[config.mk]
export PLATFORM = sky130hd
export DESIGN_NAME = imem_loader
export DESIGN_NICKNAME = d
export VERILOG_FILES = /design/src/rtl/imem_loader.sv
export SDC_FILE = /design/constraint.sdc
export NUM_CORES = 1
export LEC_CHECK = 0
export ABC_AREA = 0
export BUFFER_PORTS_ARGS = -buffer_cell sky130_fd_sc_hd__buf_2
export CORE_UTILIZATION = 45
export CTS_BUF_LIST = sky130_fd_sc_hd__clkbuf_16
export DETAILED_ROUTE_END_ITERATION = 12
export GPL_ROUTABILITY_DRIVEN = 0
export GPL_TIMING_DRIVEN = 1
export SYNTH_ARGS = -nofsm -noshare
export SYNTH_HDL_FRONTEND = slang
export SYNTH_SLANG_ARGS = --single-unit
[constraint.sdc]
create_clock -name clk -period 2.95 [get_ports clk]
set_input_delay 0.295 -clock clk [delete_from_list [all_inputs] [get_ports clk]]
set_output_delay 0.295 -clock clk [all_outputs]
set_load 0.02 [all_outputs]
[src/rtl/imem_loader.sv]
// Boot-time instruction-memory writer. Receives a byte stream with a 16-bit
// word-count header followed by big-endian 32-bit words. Writes those words
// to instruction memory from address 0, and holds the core in reset until
// the whole program has landed.
module imem_loader #(
    parameter int unsigned ADDR_WIDTH = 8
) (
    input  logic                  clk,
    input  logic                  rst_n,
    input  logic                  in_valid,
    input  logic [7:0]            in_data,
    output logic                  in_ready,
    input  logic                  reload,
    output logic                  mem_we,
    output logic [ADDR_WIDTH-1:0] mem_addr,
    output logic [31:0]           mem_wdata,
    output logic                  core_rst_n,
    output logic                  done,
    output logic                  error
);

    typedef enum logic [2:0] {
        StHdrHi,
        StHdrLo,
        StData,
        StWrite,
        StRun,
        StErr
    } state_e;

    // Memory depth in words, held at counter width so N == depth compares cleanly.
    localparam logic [16:0] Depth = 17'(1) << ADDR_WIDTH;

    state_e                state_q, state_d;
    logic [15:0]           count_n_q, count_n_d;
    logic [ADDR_WIDTH-1:0] word_addr_q, word_addr_d;
    logic [1:0]            byte_idx_q, byte_idx_d;
    logic [23:0]           shift_q, shift_d;
    logic [16:0]           written_q, written_d;
    logic [ADDR_WIDTH-1:0] mem_addr_q, mem_addr_d;
    logic [31:0]           mem_wdata_q, mem_wdata_d;

    logic                  accept;
    logic [15:0]           hdr_n;
    logic [16:0]           written_inc;

    // Handshake and derived values used by the next-state logic.
    always_comb begin
        accept      = in_valid && in_ready;
        hdr_n       = {count_n_q[15:8], in_data};
        written_inc = written_q + 17'd1;
    end

    // Next-state and datapath update.
    always_comb begin
        state_d     = state_q;
        count_n_d   = count_n_q;
        word_addr_d = word_addr_q;
        byte_idx_d  = byte_idx_q;
        shift_d     = shift_q;
        written_d   = written_q;
        mem_addr_d  = mem_addr_q;
        mem_wdata_d = mem_wdata_q;

        unique case (state_q)
            StHdrHi: begin
                if (accept) begin
                    count_n_d[15:8] = in_data;
                    state_d         = StHdrLo;
                end
            end

            StHdrLo: begin
                if (accept) begin
                    count_n_d[7:0] = in_data;
                    if (hdr_n == 16'd0) begin
                        state_d = StRun;
                    end else if ({1'b0, hdr_n} > Depth) begin
                        state_d = StErr;
                    end else begin
                        word_addr_d = '0;
                        byte_idx_d  = 2'd0;
                        written_d   = 17'd0;
                        state_d     = StData;
                    end
                end
            end

            StData: begin
                if (accept) begin
                    shift_d    = {shift_q[15:0], in_data};
                    byte_idx_d = byte_idx_q + 2'd1;
                    // Fourth byte completes the word; capture the write now so
                    // the strobe cycle drives registered address and data.
                    if (byte_idx_q == 2'd3) begin
                        mem_addr_d  = word_addr_q;
                        mem_wdata_d = {shift_q, in_data};
                        state_d     = StWrite;
                    end
                end
            end

            StWrite: begin
                // Address may wrap after the final write of a full memory; unused then.
                word_addr_d = word_addr_q + ADDR_WIDTH'(1);
                written_d   = written_inc;
                if (written_inc == {1'b0, count_n_q}) begin
                    state_d = StRun;
                end else begin
                    state_d = StData;
                end
            end

            StRun: begin
                if (reload) begin
                    state_d = StHdrHi;
                end
            end

            StErr: begin
                state_d = StErr;
            end

            default: begin
                state_d = StHdrHi;
            end
        endcase
    end

    // State and datapath registers with asynchronous reset.
    always_ff @(posedge clk or negedge rst_n) begin
        if (!rst_n) begin
            state_q     <= StHdrHi;
            count_n_q   <= 16'd0;
            word_addr_q <= '0;
            byte_idx_q  <= 2'd0;
            shift_q     <= 24'd0;
            written_q   <= 17'd0;
            mem_addr_q  <= '0;
            mem_wdata_q <= 32'd0;
        end else begin
            state_q     <= state_d;
            count_n_q   <= count_n_d;
            word_addr_q <= word_addr_d;
            byte_idx_q  <= byte_idx_d;
            shift_q     <= shift_d;
            written_q   <= written_d;
            mem_addr_q  <= mem_addr_d;
            mem_wdata_q <= mem_wdata_d;
        end
    end

    // Outputs decoded from state only; no path from the stream inputs.
    always_comb begin
        in_ready   = (state_q == StHdrHi) || (state_q == StHdrLo) || (state_q == StData);
        mem_we     = (state_q == StWrite);
        core_rst_n = (state_q == StRun);
        done       = (state_q == StRun);
        error      = (state_q == StErr);
        mem_addr   = mem_addr_q;
        mem_wdata  = mem_wdata_q;
    end

endmodule

### Word level (Yosys, flattened, before mapping)

Cells that the tools add are included.
W data, S select, Z words.

* add/subtract/negate cells: 3
* $lt $le $gt $ge: 1
* equal/unequal tests: 14
* multiplexer cells: 22
* reductions and logical operators: 14

Operators with widths (count)
* $mux W17: 3
* $pmux W17 S2: 1
* $mux W3: 8
* $mux W8: 3
* $pmux W3 S6: 1
* $add A17 B1 Y17 const B: 1
* $eq A17 B16 Y1: 1
* $gt A16 B9 Y1 const B: 1
* $logic_not A16 Y1: 1
* $pmux W8 S2: 1
* $ne A2 B2 Y1 const B: 7
* $reduce_and A5 Y1: 2
* $add A8 B1 Y8 const B: 1
* $mux W2: 4
* $eq A3 B2 Y1 const B: 2
* $eq A3 B3 Y1 const B: 2
* $reduce_and A2 Y1: 3
* $pmux W2 S2: 1
* $reduce_and A4 Y1: 1
* $reduce_bool A2 Y1: 2
* $eq A3 B1 Y1 const B: 1
* $logic_not A3 Y1: 1
* $reduce_and A3 Y1: 1
* $add A2 B1 Y2 const B: 1
* other kinds (3): 4

* register bits: 110
* bits of input ports: 12
* output and inout port bits: 45
* word-level logic and storage cells: 63

### Logic depth before layout (Yosys ltp)

* word-level depth: 6
* mapped depth: 7
* depth with buffers taken out: 7

### Worst setup path before layout

No wires, ideal clock.

* path kind: register -> register
* from: reg written_q[0]
* to: reg state_q[1]
* library setup time: 124 ps
* arrival: 2089 ps
* data required time: 2826 ps
* slack: 737 ps
* cell stages (with the launch flop): 8
* path buffers: 0
* clock period less this slack: 2213 ps
* cell sequence: dfrtp_1 > ha_1 > nand3_2 > or4_1 > o31ai_1 > a211oi_1 > a221o_1 > o31a_1

* word-level cells in the longest chain between the ends: 4

Ends and longest elaborated chain
* start, declared: line 39 `logic [16:0] written_q, written_d;`
* start signal, assigned: line 147 `written_q <= written_d;`
* $add A17 B1 Y17: line 51 `written_inc = written_q + 17'd1;`
* $eq A17 B16 Y1: line 107 `if (written_inc == {1'b0, count_n_q}) begin`
* $mux W3: line 107
* $pmux W3 S6: line 65 `unique case (state_q)`
* end signal, assigned: line 133 `state_q <= StHdrHi;`
* end signal, assigned: line 142 `state_q <= state_d;`
* end, declared: line 34 `state_e state_q, state_d;`

Every way passes these cells.
A chain may end at the register's enable or synchronous reset.

### Worst setup path in the final report

Ends and elaborated chain as after synthesis.

==> load_flow_metrics.sql <==
INSERT INTO impl_metrics (metric_group, metric, value, unit) VALUES
('drt', 'drtIter0Drc', '141', ''),
('synth', 'avgSynthCellArea', '11.62', 'sq um'),
('clocking', 'htree_num_levels', '3', ''),
('drt', 'drt-pass1-iter-count', '4', ''),
('synth', 'synth.top_cells.by_count', 'sky130_fd_sc_hd__dfrtp_1 (110), sky130_fd_sc_hd__mux2_2 (72), sky130_fd_sc_hd__o21ai_1 (39), sky130_fd_sc_hd__nand2_1 (34), sky130_fd_sc_hd__nor2_1 (24)', ''),
('sta', 'setup-violations-final', '0', ''),
('die', 'die_w', '109.7', 'um'),
('global_routing', 'via_count_of_the_first_global_routing_pass', '3435', ''),
('synth', 'postSynth.asyncResetShare', '100.0', '%'),
('finish', 'insertedDiodeCount', '0', ''),
('sta', 'max_slew_margin', '54.88', '%'),
('sta', 'tightest_slew', '674.3', 'ps'),
('synth', 'synth_flop_cell', 'sky130_fd_sc_hd__dfrtp_1', ''),
('synth', 'count_of_warnings_emitted_by_yosys', '0', ''),
('placement', 'dp_hpwl', '7231', 'um'),
('worst_setup_path', 'worst-path-buf-inv', '0', ''),
('die', 'placementRows', '38', ''),
('worst_setup_path', 'cp_top_family', 'simple AND/OR/NAND/NOR gates', ''),
('drt', 'drtAntennaViolNets', '0', ''),
('synth', 'synthMostInstantiatedCell', 'sky130_fd_sc_hd__dfrtp_1', ''),
('clocking', 'cts_tree', 'built', ''),
('drt', 'totalWireLength', '10700', 'um'),
('power_and_ir_drop', 'worst_ir_drop_vdd', '0.0004561', 'V'),
('clocking', 'insertion_delay', '360', 'ps'),
('synth', 'post_synth_instance_area', '0.005218', 'sq mm'),
('clocking', 'post-cts-setup-buffers', '0', ''),
('synth', 'synth_top_area_share', '52.76', '%'),
('drt', 'post-route-drc-count', '0', ''),
('synth', 'synth.lib_cells_used.distinct', '54', ''),
('global_routing', 'overflow', '0', ''),
('clocking', 'clock_sink_count', '110', ''),
('global_routing', 'grtUsageTotal', '19.87', '%'),
('worst_setup_path', 'timing.setup.critical_path_class', 'flip-flop to flip-flop', ''),
('drt', 'drt-vias-per-instance', '5.568', ''),
('outcome', 'result_of_the_run', 'finished, final reports clean', ''),
('power_and_ir_drop', 'p_leak', '2.846', 'nW'),
('global_routing', 'grt_pass1_wl', '17820', 'um'),
('sta', 'max_freq', '0.4011', 'GHz'),
('finish', 'layout-drive-gt1-share', '32.74', '%'),
('drt', 'vias', '3586', ''),
('synth', 'synth_edf_count', '0', ''),
('worst_setup_path', 'cp_data_required_time', '3200', 'ps'),
('die', 'boundaryPins', '57', ''),
('finish', 'final_core_utilization', '53.69', '%'),
('die', 'initial_core_util', '47.10', '%'),
('sta', 'timing.clock.skew', '7.563', 'ps'),
('sta', 'grt_setup_unrepaired', 'no', ''),
('global_routing', 'antenna_found_initial', '0', ''),
('worst_setup_path', 'critical_path_peak_fanout', '8', ''),
('placement', 'io_buffers', '56', ''),
('synth', 'area_contributors_post_synth', 'sky130_fd_sc_hd__dfrtp_1 (53%), sky130_fd_sc_hd__mux2_2 (16%), sky130_fd_sc_hd__o21ai_1 (3.7%)', ''),
('drt', 'routedWlPerCell', '16.61', 'um'),
('die', 'die_height', '109.7', 'um'),
('min_path', 'worstHoldPathType', 'input pin to flip-flop', ''),
('sta', 'setup_tns', '0', 'ps'),
('synth', 'syn_inst', '449', ''),
('worst_setup_path', 'data_arrival_time_of_the_critical_path', '2740', 'ps'),
('synth', 'ys_ff_latch', '110', ''),
('synth', 'synth.yosys.seq_area_share', '52.76', '%'),
('die', 'die-area', '0.01203', 'sq mm'),
('finish', 'area_growth_syn_to_fin', '14.00', '%'),
('worst_setup_path', 'critPathCaptureType', 'flip-flop', ''),
('clocking', 'clockBufferDepth', '2', ''),
('sta', 'post-route-worst-setup-slack', '456.9', 'ps'),
('worst_setup_path', 'worst_setup_path_start_kind', 'flip-flop', ''),
('finish', 'num-nets-final', '514', ''),
('sta', 'hold_viol_final', '0', ''),
('placement', 'post-place-ws', '519.0', 'ps'),
('clocking', 'cts_root_buffer', 'sky130_fd_sc_hd__clkbuf_16', ''),
('clocking', 'cts_made_buffers', '9', ''),
('synth', 'mappedNetlistNets', '464', '');
==> final cells by class <==
| cell class | count | area (sq um) |
|---|---|---|
| clock buffer | 9 | 225.2 |
| clock inverter | 7 | 97.59 |
| fill | 988 | 5130 |
| inverter | 8 | 30.03 |
| multi-input combinational | 308 | 2325 |
| sequential | 110 | 2753 |
| tap | 140 | 175.2 |
| timing repair buffer | 62 | 342.8 |
==> cells in the final DEF, fill, tap and decap left out, drive strengths merged, types with 3 or more instances in the layout <==
master | synthesis | layout
a21oi | 9 | 9
a31oi | 6 | 6
and2 | 3 | 3
and3 | 5 | 5
buf | 13 | 61
clkbuf | 10 | 9
clkinv | 0 | 3
dfrtp | 110 | 110
ha | 3 | 3
inv | 8 | 11
mux2 | 80 | 80
nand2 | 35 | 35
nand2b | 8 | 8
nand3 | 6 | 6
nand4 | 9 | 9
nor2 | 24 | 24
nor2b | 3 | 3
nor3 | 9 | 9
nor4 | 8 | 8
o21a | 3 | 3
o21ai | 44 | 44
o31ai | 7 | 7
or4 | 4 | 4
xnor2 | 14 | 14
xor2 | 6 | 6
==> routing by layer <==
layer  global-route usage [%]  share of wire, %
met1                    28.41                48
met2                    29.78                46
met3                    3.379               3.7
met4                    8.667               2.0
met5                        0                 0
==> worst register-to-register path: cells and delay by family, from the launching register on <==
| kind | cells | cell delay, ps |
|---|---|---|
| adders and majority gates | 1 | 340 |
| and+or+nand+nor | 4 | 1160 |
| AOI/OAI and AO/OA | 2 | 400 |
| DFF | 1 | 490 |
==> power by group <==
part | internal, mW | switching, mW
registers | 1.75 | 0.408
logic | 0.498 | 0.525
clock network | 0.684 | 0.609
total | 2.93 | 1.54
==> sequential cells by signal (all words and copies together), names as in the netlist <==
| register | cells |
|---|---|
| mem_wdata | 32 |
| state_q | 3 |
| byte_idx_q | 2 |
| shift_q | 24 |
| word_addr_q | 8 |
| mem_addr | 8 |
| written_q | 17 |
| count_n_q | 16 |
==> metrics by stage <==
step / std cells / instance area (sq um)
CTS: 644 / 5948
global route: 644 / 5948
global placement: 627 / 5615
detailed placement: 627 / 5615
finish: 644 / 5948
floorplan: 449 / 5218
==> what timing repair did <==
action / CTS / global route
gates resized for setup: 0 / 0
endpoints found under the setup margin: 0 / 0
hold buffers: 1 / 0
endpoints found under the hold margin: 49 / 0
==> cell families (layout without fill, tap and decap cells) <==
kind of cell / after synthesis / after routing / synth area share [%]
AND/OR/NAND/NOR: 119 / 119 / 12.83
flip-flops: 110 / 110 / 52.76
AO/OA/AOI/OAI: 84 / 84 / 9.952
multiplexers: 82 / 82 / 17.65
buffers and inverters: 31 / 86 / 2.734
XOR/XNOR: 20 / 20 / 3.357
adder cells (fa/ha/maj): 3 / 3 / 0.7195
==> worst paths after layout <==
| kind | from | end | slack, ps | cells past startpoint |
|---|---|---|---|---|
| hold / removal | in_data[1] | mem_wdata[1] | 220 | 2 |
| hold reg to reg | word_addr_q[7] | word_addr_q[7] | 470 | 1 |
| setup reg to reg | written_q[0] | state_q[1] | 460 | 7 |
| min in group asynchronous | rst_n | written_q[10] | 500 | 2 |
| setup / recovery | written_q[0] | state_q[1] | 460 | 7 |
| max in group asynchronous | rst_n | mem_wdata[4] | 1690 | 3 |
Power figures use the tool's default switching activity.
